--- src/rtl/uart_pkg.sv ---
// Shared UART definitions: byte width and the rx/tx handshake state type.
package uart_pkg;
  localparam int UART_BYTE_W = 8;

  typedef enum logic [1:0] {
    IDLE     = 2'd0,
    ACK      = 2'd1,
    WAIT_LOW = 2'd2
  } hs_state_t;
endpackage

--- src/rtl/uart_rx_fifo_if.sv ---
// Bus between uart_rx / CPU register logic and uart_rx_fifo.
//   rx_data, rx_full, rx_ack          : byte handshake with uart_rx
//   rd_data, rd_valid, rd_strobe      : FWFT read port
//   count, overflow, overflow_clear   : status
// slave = the FIFO block, master = its environment.
interface uart_rx_fifo_if
  import uart_pkg::*;
#(
  parameter int DEPTH_LOG2 = 4
) ();
  logic [UART_BYTE_W-1:0] rx_data;
  logic                   rx_full;
  logic                   rx_ack;
  logic [UART_BYTE_W-1:0] rd_data;
  logic                   rd_valid;
  logic                   rd_strobe;
  logic [DEPTH_LOG2:0]    count;
  logic                   overflow;
  logic                   overflow_clear;

  modport slave (
    input  rx_data, rx_full, rd_strobe, overflow_clear,
    output rx_ack, rd_data, rd_valid, count, overflow
  );

  modport master (
    output rx_data, rx_full, rd_strobe, overflow_clear,
    input  rx_ack, rd_data, rd_valid, count, overflow
  );
endinterface

--- src/rtl/uart_rx_fifo_sync_fifo.sv ---
// Generic synchronous FIFO: storage array plus wrap-bit pointers.
//   clk, rst           : clock, synchronous active-high reset
//   push, push_data    : write one entry (caller guarantees room)
//   pop                : drop head entry (caller guarantees non-empty)
//   head               : raw storage at read pointer (not gated)
//   count, full, empty : occupancy
module sync_fifo #(
  parameter int W  = 8,
  parameter int AW = 4
) (
  input  logic         clk,
  input  logic         rst,
  input  logic         push,
  input  logic [W-1:0] push_data,
  input  logic         pop,
  output logic [W-1:0] head,
  output logic [AW:0]  count,
  output logic         full,
  output logic         empty
);
  localparam int unsigned DEPTH = 1 << AW;

  logic [W-1:0] mem [DEPTH];
  logic [AW:0]  wr_ptr, rd_ptr;

  always_ff @(posedge clk) begin
    if (rst) begin
      wr_ptr <= '0;
      rd_ptr <= '0;
    end else begin
      if (push) wr_ptr <= wr_ptr + (AW+1)'(1);
      if (pop)  rd_ptr <= rd_ptr + (AW+1)'(1);
    end
  end

  // Contents need no reset; pointers alone define what is valid.
  always_ff @(posedge clk) begin
    if (push) mem[wr_ptr[AW-1:0]] <= push_data;
  end

  // Wrap bit makes the difference span 0..DEPTH without ambiguity.
  assign count = wr_ptr - rd_ptr;
  assign empty = (wr_ptr == rd_ptr);
  assign full  = (count == (AW+1)'(DEPTH));
  assign head  = mem[rd_ptr[AW-1:0]];
endmodule

--- src/rtl/uart_rx_fifo.sv ---
// Receive FIFO behind uart_rx: one capture per rx_full assertion, FWFT
// read port, sticky overflow so uart_rx is never back-pressured.
//   clk, rst : clock, synchronous active-high reset
//   bus      : uart_rx_fifo_if.slave (handshake, read port, status)
module uart_rx_fifo
  import uart_pkg::*;
#(
  parameter int DEPTH_LOG2 = 4
) (
  input  logic           clk,
  input  logic           rst,
  uart_rx_fifo_if.slave  bus
);
  hs_state_t              state, state_nxt;
  logic                   capture, ack;
  logic                   pop_en, push_en, ovf_set, ovf;
  logic                   full, empty;
  logic [UART_BYTE_W-1:0] head;
  logic [DEPTH_LOG2:0]    count;

  always_ff @(posedge clk) begin
    if (rst) state <= IDLE;
    else     state <= state_nxt;
  end

  // Capture only happens on the IDLE->ACK edge, so a long rx_full pulse
  // yields one byte.
  always_comb begin
    state_nxt = state;
    capture   = 1'b0;
    ack       = 1'b0;
    case (state)
      IDLE: begin
        if (bus.rx_full) begin
          capture   = 1'b1;
          state_nxt = ACK;
        end
      end
      ACK: begin
        ack       = 1'b1;
        state_nxt = bus.rx_full ? WAIT_LOW : IDLE;
      end
      WAIT_LOW: begin
        ack = 1'b1;
        if (!bus.rx_full) state_nxt = IDLE;
      end
      default: state_nxt = IDLE;
    endcase
  end

  // A same-cycle pop frees the slot a full FIFO needs.
  assign pop_en  = bus.rd_strobe & ~empty;
  assign push_en = capture & (~full | pop_en);
  assign ovf_set = capture & ~push_en;

  always_ff @(posedge clk) begin
    if (rst)                     ovf <= 1'b0;
    else if (ovf_set)            ovf <= 1'b1;
    else if (bus.overflow_clear) ovf <= 1'b0;
  end

  sync_fifo #(
    .W  (UART_BYTE_W),
    .AW (DEPTH_LOG2)
  ) u_fifo (
    .clk       (clk),
    .rst       (rst),
    .push      (push_en),
    .push_data (bus.rx_data),
    .pop       (pop_en),
    .head      (head),
    .count     (count),
    .full      (full),
    .empty     (empty)
  );

  assign bus.rx_ack   = ack;
  assign bus.rd_valid = ~empty;
  assign bus.rd_data  = empty ? '0 : head;
  assign bus.count    = count;
  assign bus.overflow = ovf;
endmodule

--- src/flat_wrapper.sv ---
// flat-port wrapper written by rule: the top's interface ports become plain ports
module uart_rx_fifo_flat import uart_pkg::*;
#(
  parameter int DEPTH_LOG2 = 4
)
  (clk, rst, bus_rx_data, bus_rx_full, bus_rd_strobe, bus_overflow_clear, bus_rx_ack, bus_rd_data, bus_rd_valid, bus_count, bus_overflow);
  uart_rx_fifo_if #(.DEPTH_LOG2(DEPTH_LOG2)) bus_i ();
  input  logic clk;
  input  logic rst;
  input wire logic [$bits(bus_i.rx_data)-1:0] bus_rx_data;
  input wire logic [$bits(bus_i.rx_full)-1:0] bus_rx_full;
  input wire logic [$bits(bus_i.rd_strobe)-1:0] bus_rd_strobe;
  input wire logic [$bits(bus_i.overflow_clear)-1:0] bus_overflow_clear;
  output wire logic [$bits(bus_i.rx_ack)-1:0] bus_rx_ack;
  output wire logic [$bits(bus_i.rd_data)-1:0] bus_rd_data;
  output wire logic [$bits(bus_i.rd_valid)-1:0] bus_rd_valid;
  output wire logic [$bits(bus_i.count)-1:0] bus_count;
  output wire logic [$bits(bus_i.overflow)-1:0] bus_overflow;
  assign bus_i.rx_data = bus_rx_data;
  assign bus_i.rx_full = bus_rx_full;
  assign bus_i.rd_strobe = bus_rd_strobe;
  assign bus_i.overflow_clear = bus_overflow_clear;
  assign bus_rx_ack = bus_i.rx_ack;
  assign bus_rd_data = bus_i.rd_data;
  assign bus_rd_valid = bus_i.rd_valid;
  assign bus_count = bus_i.count;
  assign bus_overflow = bus_i.overflow;
  uart_rx_fifo #(.DEPTH_LOG2(DEPTH_LOG2)) u_core (.clk(clk), .rst(rst), .bus(bus_i));
endmodule
--- config.mk ---
export PLATFORM = sky130hd
export DESIGN_NAME = uart_rx_fifo_flat
export DESIGN_NICKNAME = d
export VERILOG_FILES = /design/src/rtl/uart_pkg.sv /design/src/rtl/uart_rx_fifo_if.sv /design/src/rtl/uart_rx_fifo_sync_fifo.sv /design/src/rtl/uart_rx_fifo.sv /design/src/flat_wrapper.sv
export SDC_FILE = /design/constraint.sdc
export NUM_CORES = 1
export LEC_CHECK = 0
export ABC_CLOCK_PERIOD_IN_PS = 3000
export BUFFER_PORTS_ARGS = -buffer_cell sky130_fd_sc_hd__buf_4
export CAP_MARGIN = 20
export CORE_MARGIN = 3
export CORE_UTILIZATION = 55
export CTS_CLUSTER_SIZE = 40
export DETAILED_ROUTE_END_ITERATION = 16
export GPL_TIMING_DRIVEN = 0
export PLACE_DENSITY = 0.77
export SLEW_MARGIN = 20
export SYNTH_ARGS = -nofsm -noshare
export SYNTH_HDL_FRONTEND = slang
export SYNTH_SLANG_ARGS = --single-unit
--- constraint.sdc ---
create_clock -name clk -period 3 [get_ports clk]
set_clock_uncertainty 0.05 [all_clocks]
set_input_delay 0.45 -clock clk [delete_from_list [all_inputs] [get_ports clk]]
set_output_delay 0.45 -clock clk [all_outputs]
set_load 0.02 [all_outputs]
==> summary.md <==
| Metric | Value |
|---|---|
| CTS clk-pin slew, worst paths | 60 ps |
| VDD IR max | 0.475 mV |
| Routability Congestion | 0.790 |
| Final worst-path cycle share | 1.01 |
| Leakage | 2.47 nW |
| Worst Setup Slack, final | -43.6 ps |
| Worst-Margin Slew | 790 ps |
| DP Worst Slack | -615 ps |
| Die W | 111 um |
| Initial Util | 0.575 |
| Type of the tightest min-delay check | in -> reg |
| Critical path's top delay family | multiplexers |
| Register area share after synthesis | 0.695 |
| Iter 0 DRT Violations | 456 |
| Most frequent cells in the layout | 128 x edfxtp_1, 40 x buf_4, 40 x mux4_2 |
| Required time at the worst-slack endpoint | approximately 2500 ps |
| Initial antenna violation count | 0 |
| Gate power share | 0.299 |
| Area of the multi-input gates | 1880 sq um |
| First-pass GRT wire length | 20.9 mm |
| Placed Cells incl. Taps | 509 |
| CP max stage cell | mux4_2 |
| Detail-routed via count per cell | around 6.4 |
| Pwr dens | 832 nW/um^2 |
| Fmax | 329 MHz |
| Die Y | about 110 um |
| Port Buffers | 28 |
| Final instance area | approximately 7400 sq um |
| CP Class | reg -> out |
| CP endpoint kind | output port |
| IO Pins | 29 |
| Final Setup Violations | 8 |
| Share of the synthesized area in the top cell type | 0.638 |
| Share of cells above drive strength 1 | 0.364 |
| Unique masters post-synth | 40 |
| Routed Antenna Nets | 0 |
| Final Power | 6.14 mW |
| First-pass detailed-route iteration total | 5 |
| Number of diodes | 0 |
| Syn nets | 365 |
| Non-Filler Instances | 551 |
| Clk buf depth | 2 |
| Max Cap Viol | 0 |
| Area of the core | approximately 10000 sq um |
| Most common cell after layout, fill and taps aside | edfxtp_1 |
| Clk Latency, worst-skew pair | 530 ps |
| Remaining DRCs | 0 |
| Worst path max stage delay | roughly 550 ps |
| # rows | 37 |
| Routed wire length per instance | about 26 um |
| Count of final hold-check violations | 0 |
| Area growth syn-to-layout | 22.6% |
| Number of synthesized register bits | 145 |
| Setup TNS | -217 ps |
| Failing checks | setup timing |
| Crit path DAT | 2540 ps |
| Num CTS Buffers | 17 |
| Outcome | finished, violations left |
| Number of filler cells placed in the layout | 636 |
| Die ar. | around 12000 sq um |
| Worst setup SP type | register |
| CP most frequent cell | mux4_2 |
| Hold slack | 181 ps |
| Worst-path cell chain | buf_12 -> clkbuf_16 -> mux4_2 -> mux4_2 -> nor2b_1 -> buf_4 |
| Fin nets | approximately 430 |
| Vias in the first global route | 3496 |
| Via Count | 3518 |
| Gate Count Post-Synth | 339 |
| H-tree levels | 4 |
| Worst-path fanout max | 8 |
| Pin count of the biggest net entering global routing | 17 |
| Finished Core Util | 0.705 |
| Register area | between 4000 and 5000 sq um |
| Max-Slew Margin vs Limit | 0.471 |
| Cell Area, Placed | 6500 sq um |
| Post-synth top area cell | edfxtp_1 |
| Sink Count | between 100 and 150 |
| Cell Area, Synth | 6020 sq um |
| Syn Area/Cell | 17.8 sq um |
| Switching share of power | 0.304 |
| Max-slew violations | 0 |
| Reg power frac | 0.385 |
| CTS tree | done |
| Fin crit period | around 3000 ps |
| Internal power | between 4 and 5 mW |
| Total wire length | 14.2 mm |
| GR Util All Layers | 0.232 |
| CP bufs+invs | 3 |
| Clock share of power | 0.316 |
| Root Buffer | clkbuf_8 |
| Overflow after GRT | 0 |
| RSZ-0062 raised after global routing | yes |
| Synth Warn # | 0 |
| DP HPWL | a little over 8 mm |
| Psw | 1.87 mW |
| Area contributors post-synth | edfxtp_1 64%, mux4_2 15%, dfxtp_1 5.7% |
-- cells in the mapped netlist, drive strengths merged --
cell	count
a21oi	7
a22oi	1
a32o	1
a41oi	1
and2	1
and3	1
buf	9
clkbuf	8
dfxtp	17
edfxtp	128
fa	1
ha	12
inv	12
mux2i	2
mux4	40
nand2	18
nand2b	2
nand3	4
nand4	2
nand4b	1
nor2	17
nor2b	10
nor3	12
nor3b	1
nor4	6
o2111ai	2
o211ai	1
o21ai	8
o21bai	1
or3	1
or4	4
or4b	1
xnor2	3
xor2	4
-- state kept, by name, summed over array words and instances (netlist names), named ones only --
signal                flops
u_core.u_fifo.mem       128
u_core.u_fifo.rd_ptr      5
u_core.u_fifo.wr_ptr      5
u_core.state              2
u_core.bus.overflow       1
-- cell type report --
class                           count  share of cell area
Clock buffer                       19              0.0571
Buffer                             17              0.0215
Multi-Input combinational cell    165               0.254
Clock inverter                     12              0.0161
Inverter                           12             0.00610
Timing Repair Buffer               45              0.0541
Sequential cell                   145               0.568
Tap cell                          136              0.0231
-- path summary, 6_finish.rpt --
kind | depth (start not counted) | end | from | slack (ps)
max | 6 | bus_rd_data[4] | register | -40
max reg2reg | 8 | u_core.u_fifo.mem[3][2]$_DFFE_PP_ | u_core.u_fifo.wr_ptr[1]$_SDFFE_PP0P_ | 80
min reg2reg | 1 | u_core.bus.overflow$_SDFFE_PP0P_ | u_core.bus.overflow$_SDFFE_PP0P_ | 420
min | 1 | u_core.u_fifo.mem[10][1]$_DFFE_PP_ | bus_rx_data[1] | 180
-- timing repair --
action	CTS	global route
pin swaps	4	7
hold buffers	0	0
buffers inserted	4	4
gates resized for setup	38	16
cloned	0	3
endpoints found under the setup margin	134	113
-- routing by layer --
layer	vias up	track usage	wire (um)
met5	-	0	0
met4	0	0.0665	361
met3	30	0.0542	962
met2	187	0.377	7260
met1	1817	0.319	5640
li1	1484	-	-
-- cell families (layout without fill, tap and decap cells) --
family | Yosys count | after routing | synth area share
muxes | 42 | 42 | 0.153
AOI/OAI and AO/OA | 22 | 22 | 0.0229
xor gates and xnor gates | 7 | 7 | 0.0102
and+or+nand+nor | 81 | 81 | 0.0702
buffers and inverters | 29 | 105 | 0.0206
adders and majority gates | 13 | 13 | 0.0283
DFF | 145 | 145 | 0.695
-- power by group through the flow --
stage,clock (mW),sequential [mW],combinational [mW]
5_1_grt,2.04,2.37,1.95
6_report,1.94,2.36,1.83
4_1_cts,1.95,2.36,1.66
3_5_place_dp,0,2.39,1.51
3_3_place_gp,0,2.39,1.45
2_1_floorplan,0,2.38,0.987
Note: power is estimated with default switching activity, not from simulation.
